`src/rtl/seq_div8by4.sv`:
```
`timescale 1ns/1ps
`default_nettype none
// ============================================================================
// Module   : seq_div8by4
// Purpose  : Sequential unsigned restoring divider. It divides a DW-bit
//            dividend by a VW-bit divisor and produces one quotient bit per
//            clock. Handshake is start / busy / done.
// Ports    : clk          rising-edge clock
//            rst_n        asynchronous active-low reset
//            i_start      request, sampled only in IDLE
//            i_dividend   DW-bit numerator, captured with an accepted start
//            i_divisor    VW-bit denominator, captured with an accepted start
//            o_quotient   DW-bit result, held until the next result
//            o_remainder  VW-bit result, held until the next result
//            o_busy       high while RUN or DONE
//            o_done       one-cycle completion pulse
//            o_dbz        divide-by-zero flag (trap build only, else 0)
// Config   : DIV_BY_ZERO_TRAP_EN - when defined, a zero divisor bypasses the
//            iteration and completes one cycle after start with o_dbz=1.
// Revision : 1.0 - initial release
// ============================================================================
module seq_div8by4 #(
   parameter int DW = 8,
   parameter int VW = 4
) (
   input  logic          clk,
   input  logic          rst_n,
   input  logic          i_start,
   input  logic [DW-1:0] i_dividend,
   input  logic [VW-1:0] i_divisor,
   output logic [DW-1:0] o_quotient,
   output logic [VW-1:0] o_remainder,
   output logic          o_busy,
   output logic          o_done,
   output logic          o_dbz
);

   localparam int            CW     = (DW > 1) ? $clog2(DW) : 1;
   localparam logic [CW-1:0] c_last = CW'(DW - 1);

   typedef enum logic [1:0] {
      S_IDLE = 2'd0,
      S_RUN  = 2'd1,
      S_DONE = 2'd2
   } state_t;

   state_t        r_state;
   state_t        w_next;

   logic [DW-1:0] r_dvd;    // dividend bits shift out the top, quotient bits in at the bottom
   logic [VW-1:0] r_dvs;
   logic [VW-1:0] r_prem;   // kept partial remainder, always < divisor for a nonzero divisor
   logic [CW-1:0] r_cnt;
   logic [DW-1:0] r_quot;
   logic [VW-1:0] r_rem;

   logic          w_accept;
   logic          w_last;
   logic [VW:0]   w_shift;
   logic          w_qbit;
   logic [VW-1:0] w_diff;
   logic [VW-1:0] w_prem_nxt;
   logic [DW-1:0] w_dvd_nxt;

   assign w_accept = (r_state == S_IDLE) && i_start;
   assign w_last   = (r_cnt == c_last);

   // Restoring step on the (VW+1)-bit shifted partial remainder. When the
   // trial subtraction succeeds the true difference is below the divisor, so
   // its low VW bits are exact and the modular subtraction is sufficient.
   // With a zero divisor every trial succeeds, giving an all-ones quotient
   // and the low dividend bits as remainder.
   assign w_shift    = {r_prem, r_dvd[DW-1]};
   assign w_qbit     = (w_shift >= {1'b0, r_dvs});
   assign w_diff     = w_shift[VW-1:0] - r_dvs;
   assign w_prem_nxt = w_qbit ? w_diff : w_shift[VW-1:0];
   assign w_dvd_nxt  = {r_dvd[DW-2:0], w_qbit};

`ifdef DIV_BY_ZERO_TRAP_EN
   logic w_zero_div;
   logic r_dbz;
   assign w_zero_div = (i_divisor == '0);
`endif

   // ------------------------------------------------------------------------
   // State register
   // ------------------------------------------------------------------------
   always_ff @(posedge clk or negedge rst_n) begin
      if (!rst_n) begin
         r_state <= S_IDLE;
      end else begin
         r_state <= w_next;
      end
   end

   // ------------------------------------------------------------------------
   // Next-state logic
   // ------------------------------------------------------------------------
   always_comb begin
      w_next = r_state;
      case (r_state)
         S_IDLE: begin
            if (i_start) begin
`ifdef DIV_BY_ZERO_TRAP_EN
               w_next = w_zero_div ? S_DONE : S_RUN;
`else
               w_next = S_RUN;
`endif
            end
         end
         S_RUN: begin
            if (w_last) begin
               w_next = S_DONE;
            end
         end
         S_DONE: begin
            w_next = S_IDLE;
         end
         default: begin
            w_next = S_IDLE;
         end
      endcase
   end

   // ------------------------------------------------------------------------
   // Datapath and result registers
   // ------------------------------------------------------------------------
   always_ff @(posedge clk or negedge rst_n) begin
      if (!rst_n) begin
         r_dvd  <= '0;
         r_dvs  <= '0;
         r_prem <= '0;
         r_cnt  <= '0;
         r_quot <= '0;
         r_rem  <= '0;
`ifdef DIV_BY_ZERO_TRAP_EN
         r_dbz  <= 1'b0;
`endif
      end else begin
         if (w_accept) begin
            r_dvd  <= i_dividend;
            r_dvs  <= i_divisor;
            r_prem <= '0;
            r_cnt  <= '0;
`ifdef DIV_BY_ZERO_TRAP_EN
            r_dbz  <= 1'b0;
            if (w_zero_div) begin
               // Short-circuit produces the same values the iteration would.
               r_quot <= '1;
               r_rem  <= i_dividend[VW-1:0];
               r_dbz  <= 1'b1;
            end
`endif
         end else if (r_state == S_RUN) begin
            r_dvd  <= w_dvd_nxt;
            r_prem <= w_prem_nxt;
            r_cnt  <= r_cnt + CW'(1);
            if (w_last) begin
               r_quot <= w_dvd_nxt;
               r_rem  <= w_prem_nxt;
            end
         end
      end
   end

   assign o_quotient  = r_quot;
   assign o_remainder = r_rem;
   assign o_busy      = (r_state != S_IDLE);
   assign o_done      = (r_state == S_DONE);
`ifdef DIV_BY_ZERO_TRAP_EN
   assign o_dbz       = r_dbz;
`else
   assign o_dbz       = 1'b0;
`endif

endmodule
`default_nettype wire

```
`config.mk`:
```
export PLATFORM = sky130hd
export DESIGN_NAME = seq_div8by4
export DESIGN_NICKNAME = d
export VERILOG_FILES = /design/src/rtl/seq_div8by4.sv
export SDC_FILE = /design/constraint.sdc
export NUM_CORES = 1
export LEC_CHECK = 0
export ABC_AREA = 1
export CORE_MARGIN = 1
export CORE_UTILIZATION = 50
export CTS_CLUSTER_DIAMETER = 200
export DETAILED_ROUTE_END_ITERATION = 6
export HOLD_SLACK_MARGIN = 0.02
export MAX_ROUTING_LAYER = met4
export PLACE_DENSITY = 0.78
export SYNTH_ARGS = -nofsm -noshare
export SYNTH_HDL_FRONTEND = slang
export SYNTH_SLANG_ARGS = --single-unit
```
`constraint.sdc`:
```
create_clock -name clk -period 1.65 [get_ports clk]
set_input_delay 0.2475 -clock clk [delete_from_list [all_inputs] [get_ports clk]]
set_output_delay 0.2475 -clock clk [all_outputs]
set_load 0.02 [all_outputs]
```
Yosys cells after proc, flatten, opt, wreduce, memory -nomap -nowiden

Cells that the tools add are included.

Register bits after elaboration: 33
Output and inout bits: 15
Logic and storage cells: 32

Add/subtract/negate cells: 2
Magnitude comparators: 1
Eq/ne operators: 5
Muxes and demuxes: 10
Bitwise operators: 1
Reductions and logical operators: 6

Operators with widths:

| cell                                                | count |
|---|---|
| 2-to-1 mux 8 bit                                    | 2 |
| 2-to-1 mux 4 bit                                    | 3 |
| 2-to-1 mux 3 bit                                    | 2 |
| >= comparator 5 x 4 -> 1 bit                        | 1 |
| 2-to-1 mux 2 bit                                    | 2 |
| != test 2 bit, second input constant                | 2 |
| one-hot mux 2 bit (2 select lines)                  | 1 |
| nonzero test 2 bit                                  | 2 |
| subtractor 4 bit                                    | 1 |
| adder 3 x 1 -> 3 bit, second input constant         | 1 |
| equality test 3 bit, second input constant          | 1 |
| AND reduction 3 bit                                 | 1 |
| equality test 2 x 1 -> 1 bit, second input constant | 1 |
| equality test 2 bit, second input constant          | 1 |
| logical NOT 2 bit                                   | 1 |
| AND reduction 2 bit                                 | 1 |
| logical AND 1 bit                                   | 1 |
| inverter 1 bit                                      | 1 |

Logic depth before layout (Yosys ltp)

Word-level depth: 4
Depth in mapped cells: 11
Mapped depth without buffers: 11

Worst setup path after synthesis

No wires, ideal clock.

Kind: reg-to-reg
From: register r_dvd[7]
To: register r_prem[2]
Setup time: 116 ps
Arrival: 1301 ps
Setup slack: 232 ps
Stages on the path, launching flop included: 10
Buffers on the path: 0
Cells stage by stage: dfrtp_1 > inv_1 > ha_1 > inv_1 > fa_1 > xor2_1 > nand2_1 > nand2_1 > nand2_1 > nand2_1

Longest elaborated chain between the ends: 4
Elaborated cells on any way between the ends: 5
Classes of those cells: 1 x add/sub; 1 x order compare; 3 x mux

Ends and longest elaborated chain:

| item                                                                    | RTL line | RTL |
|---|---|---|
| start, declared                                                         | 50       | `logic [DW-1:0] r_dvd;` |
| start signal, assigned                                                  | 141      | `r_dvd <= i_dividend;` |
| start signal, assigned                                                  | 155      | `r_dvd <= w_dvd_nxt;` |
| subtractor 4 bit / >= comparator 5 x 4 -> 1 bit (equally long branches) | 75, 74   |  |
| 2-to-1 mux 4 bit *                                                      | 76       | `assign w_prem_nxt = w_qbit ? w_diff : w_shift[VW-1:0];` |
| 2-to-1 mux 4 bit *                                                      | 154      | `end else if (r_state == S_RUN) begin` |
| 2-to-1 mux 4 bit *                                                      | 140      | `if (w_accept) begin` |
| end signal, assigned                                                    | 156      | `r_prem <= w_prem_nxt;` |
| end, declared                                                           | 52       | `logic [VW-1:0] r_prem;` |

Mark *: on every way between the ends. The rest lies on a longest branch, timed or not. The select of a mux whose other input is x is not followed.
A chain may end at the register's enable or synchronous reset.

Worst setup path after layout

From: register r_quot[5], in the netlist o_quotient[5]
To: output port o_quotient[5]

RTL lines:

| item                   | RTL line | RTL |
|---|---|---|
| start, declared        | 54       | `logic [DW-1:0] r_quot;` |
| start signal, assigned | 159      | `r_quot <= w_dvd_nxt;` |
| end, declared          | 31       | `output logic [DW-1:0] o_quotient,` |

No word-level cell between the ends.

==> run_results.csv <==
group,metric,value,unit
clocking,clk_pin_slew,100,ps
power_and_ir_drop,p_leak,0.9458,nW
synth,syn-num-nets,186,
synth,synth-edff-count,0,
power_and_ir_drop,vdd_ir_drop_max,1067,uV
synth,syn_area_per_cell,9.392,um2
drt,drt_iter0_drc,61,
clocking,htreeDepth,2,
layout,layout_common_cells,"nand2_1 (51), dfrtp_1 (33), clkdlybuf4s50_1 (26)",
layout,fillers,230,
worst_setup_path,worstPathRequired,1400,ps
layout,post_route_cells_drive_above_1_share,10.15,%
sta,slew_viol_final,0,
clocking,numClockSinks,33,
worst_setup_path,startpoint,"o_quotient[5]$_DFFE_PN0P_",
layout,n_antenna_cell,0,
clocking,cts_root_buffer,"clkbuf_4",
worst_setup_path,endpoint_kind,"primary output",
worst_setup_path,reg2reg_to,"o_remainder[2]$_DFFE_PN0P_",
worst_setup_path,crit_type,"reg2out",
global_routing,grt_max_degree,34,
synth,ys_warn_count,0,
floorplan,io_pins,30,
global_routing,grt_pass1_wl,5112,um
clocking,cts_max_path_buffers,2,
worst_setup_path,path_depth,1,
sta,hold_viol_final,0,
sta,setup_viol,0,
clocking,clock_latency,340,ps
drt,vias,1210,
worst_setup_path,cp_top_family,"buffers and inverters",
layout,layout_commonest_cell,"nand2_1",
global_routing,grt_pass1_vias,1203,
sta,rsz0062_at_grt,"no",
floorplan,dieHeight,57.50,um
sta,fin_setup_tns,0,ps
sta,fmax,0.6428,GHz
clocking,cts_setup_buffers,0,
worst_setup_path,rr_startpoint,"r_prem[1]$_DFFE_PN0P_",
power_and_ir_drop,pwr_density_cell,2228,mW/mm2
worst_setup_path,r2r_cells,9,
sta,period_share,94.29,%
global_routing,grt_usage,21.48,%
synth,ys_types,27,
synth,synth_cells,164,
placed_design,port_buffers,28,
placed_design,routabilityCongestion,0.9352,
synth,synth_ff_type,"dfrtp_1",
worst_hold_path,holdCritPathClass,"in2async",
clocking,cts_made_buffers,5,
sta,period_minus_slack,1556,ps
drt,postRouteAntennaNets,0,
layout,instances_no_fill,228,
worst_setup_path,crit_slowest_cell,"clkdlybuf4s50_1",
worst_setup_path,worstPathCellList,"clkdlybuf4s50_1",
clocking,cts_tree,"done",
worst_setup_path,path_buf_inv,1,
floorplan,rows,19,
drt,firstDrtPassIters,6,
synth,synth.cell_area,0.001540,mm2
floorplan,die-area,0.003306,mm2
status,violations,"design-rule violations",
run,maxCapViolCount,0,
placed_design,place_inst,221,
global_routing,antenna_found_initial,0,
drt,drcViolationCount,2,
synth,ys_ff_latch,33,
drt,routed_wl,2947,um
worst_setup_path,regToRegSetupSlack,110,ps
status,outcome,"finished with violations",
layout,seq_area,825.8,um2
layout,area_growth,23.40,%
drt,vias_per_cell,5.307,
sta,finalClockSkew,15.01,ps
layout,utilization,67.18,%
worst_setup_path,critPathMaxFanout,2,
floorplan,initial_core_util,54.44,%
worst_setup_path,slowest_delay,610,ps
placed_design,hpwl,2188,um
worst_setup_path,startpoint_type,"flip-flop",
global_routing,overflow,0,
synth,async_flop_share,100.0,%
sta,hold_slack,293.3,ps
floorplan,die_x,57.50,um
synth,ys_seq_area_share,53.61,%
worst_setup_path,crit_end,"o_quotient[5]",
layout,multi_input_area,599.3,um2
worst_setup_path,crit_arrival,1310,ps
layout,fin_nets,219,
drt,avgRoutedWirePerCell,12.93,um
floorplan,coreArea,0.002829,mm2
[kinds of logic after synthesis]
group	share of synthesized area [%]
DFF	53.61
adders and majority gates	6.174
and+or+nand+nor	20.96
other	0.2435
AOI/OAI and AO/OA	10.64
buffers and inverters	7.798
xor gates and xnor gates	0.5687
[cells in the mapped netlist (3+ instances only)]
library cell  number  area [um2]
o21ai_1           10       50.05
nand2_4            4       45.04
nand3_1            7       35.03
inv_1             16       60.06
nand2_1           51       191.4
inv_2              3       11.26
nor2_1             5       18.77
dfrtp_1           33       825.8
o221ai_1           6       52.55
ha_1               6       75.07
[worst min-delay path by stage]
stage,end,depth (start not counted),startpoint
after detailed placement,o_remainder[3]$_DFFE_PN0P_,2,o_remainder[3]$_DFFE_PN0P_
final,o_quotient[4]$_DFFE_PN0P_,2,rst_n
after global routing,o_quotient[3]$_DFFE_PN0P_,2,rst_n
after floorplan,o_quotient[0]$_DFFE_PN0P_,0,rst_n
after CTS,o_quotient[4]$_DFFE_PN0P_,2,rst_n
after global placement,r_cnt[0]$_DFFE_PN0P_,1,r_cnt[0]$_DFFE_PN0P_
[stage by stage]
step	instance area [um2]	total power, W	setup slack, ps
2_1_floorplan	1540	0.003077	232.5
3_3_place_gp	1843	0.003702	183.0
3_5_place_dp	1843	0.003776	130.8
4_1_cts	1896	0.004215	80.85
5_1_grt	1901	0.004634	11.05
6_report	1901	0.004235	94.24
[report_power, final]
part / total [W] / switching, W / internal, W
registers: 0.00141 / 0.000197 / 0.00122
logic: 0.00237 / 0.00142 / 0.000944
clock network: 0.000454 / 0.000253 / 0.000201
[cell type report]
type / count / share of cell area (%)
inverters: 21 / 4.674
flip-flops and latches: 33 / 43.45
multi-input cells: 106 / 31.53
clock buffers: 7 / 2.897
repair buffers: 30 / 15.40
well taps: 31 / 2.041
[timing repair]
| action | in CTS | in global routing |
|---|---|---|
| hold buffers | 0 | 0 |
| gates resized for setup | 2 | 1 |
| setup endpoints to repair | 2 | 1 |
[registers in the layout (all words and copies together), names as in the netlist]
| signal | count |
|---|---|
| r_cnt | 3 |
| o_remainder | 4 |
| r_dvs | 4 |
| r_prem | 4 |
| o_quotient | 8 |
| r_dvd | 8 |
| r_state | 2 |
[metal layers]
metal  global-route usage, %  part of all wire (%)  vias up
met5                       -                     0        -
met1                   26.24                    46      573
met2                   31.89                    46       33
met3                   7.029                   5.9        9
met4                   10.80                   2.5        0
li1                        -                     -      595
No activity file was read; power rests on OpenSTA's default activity.
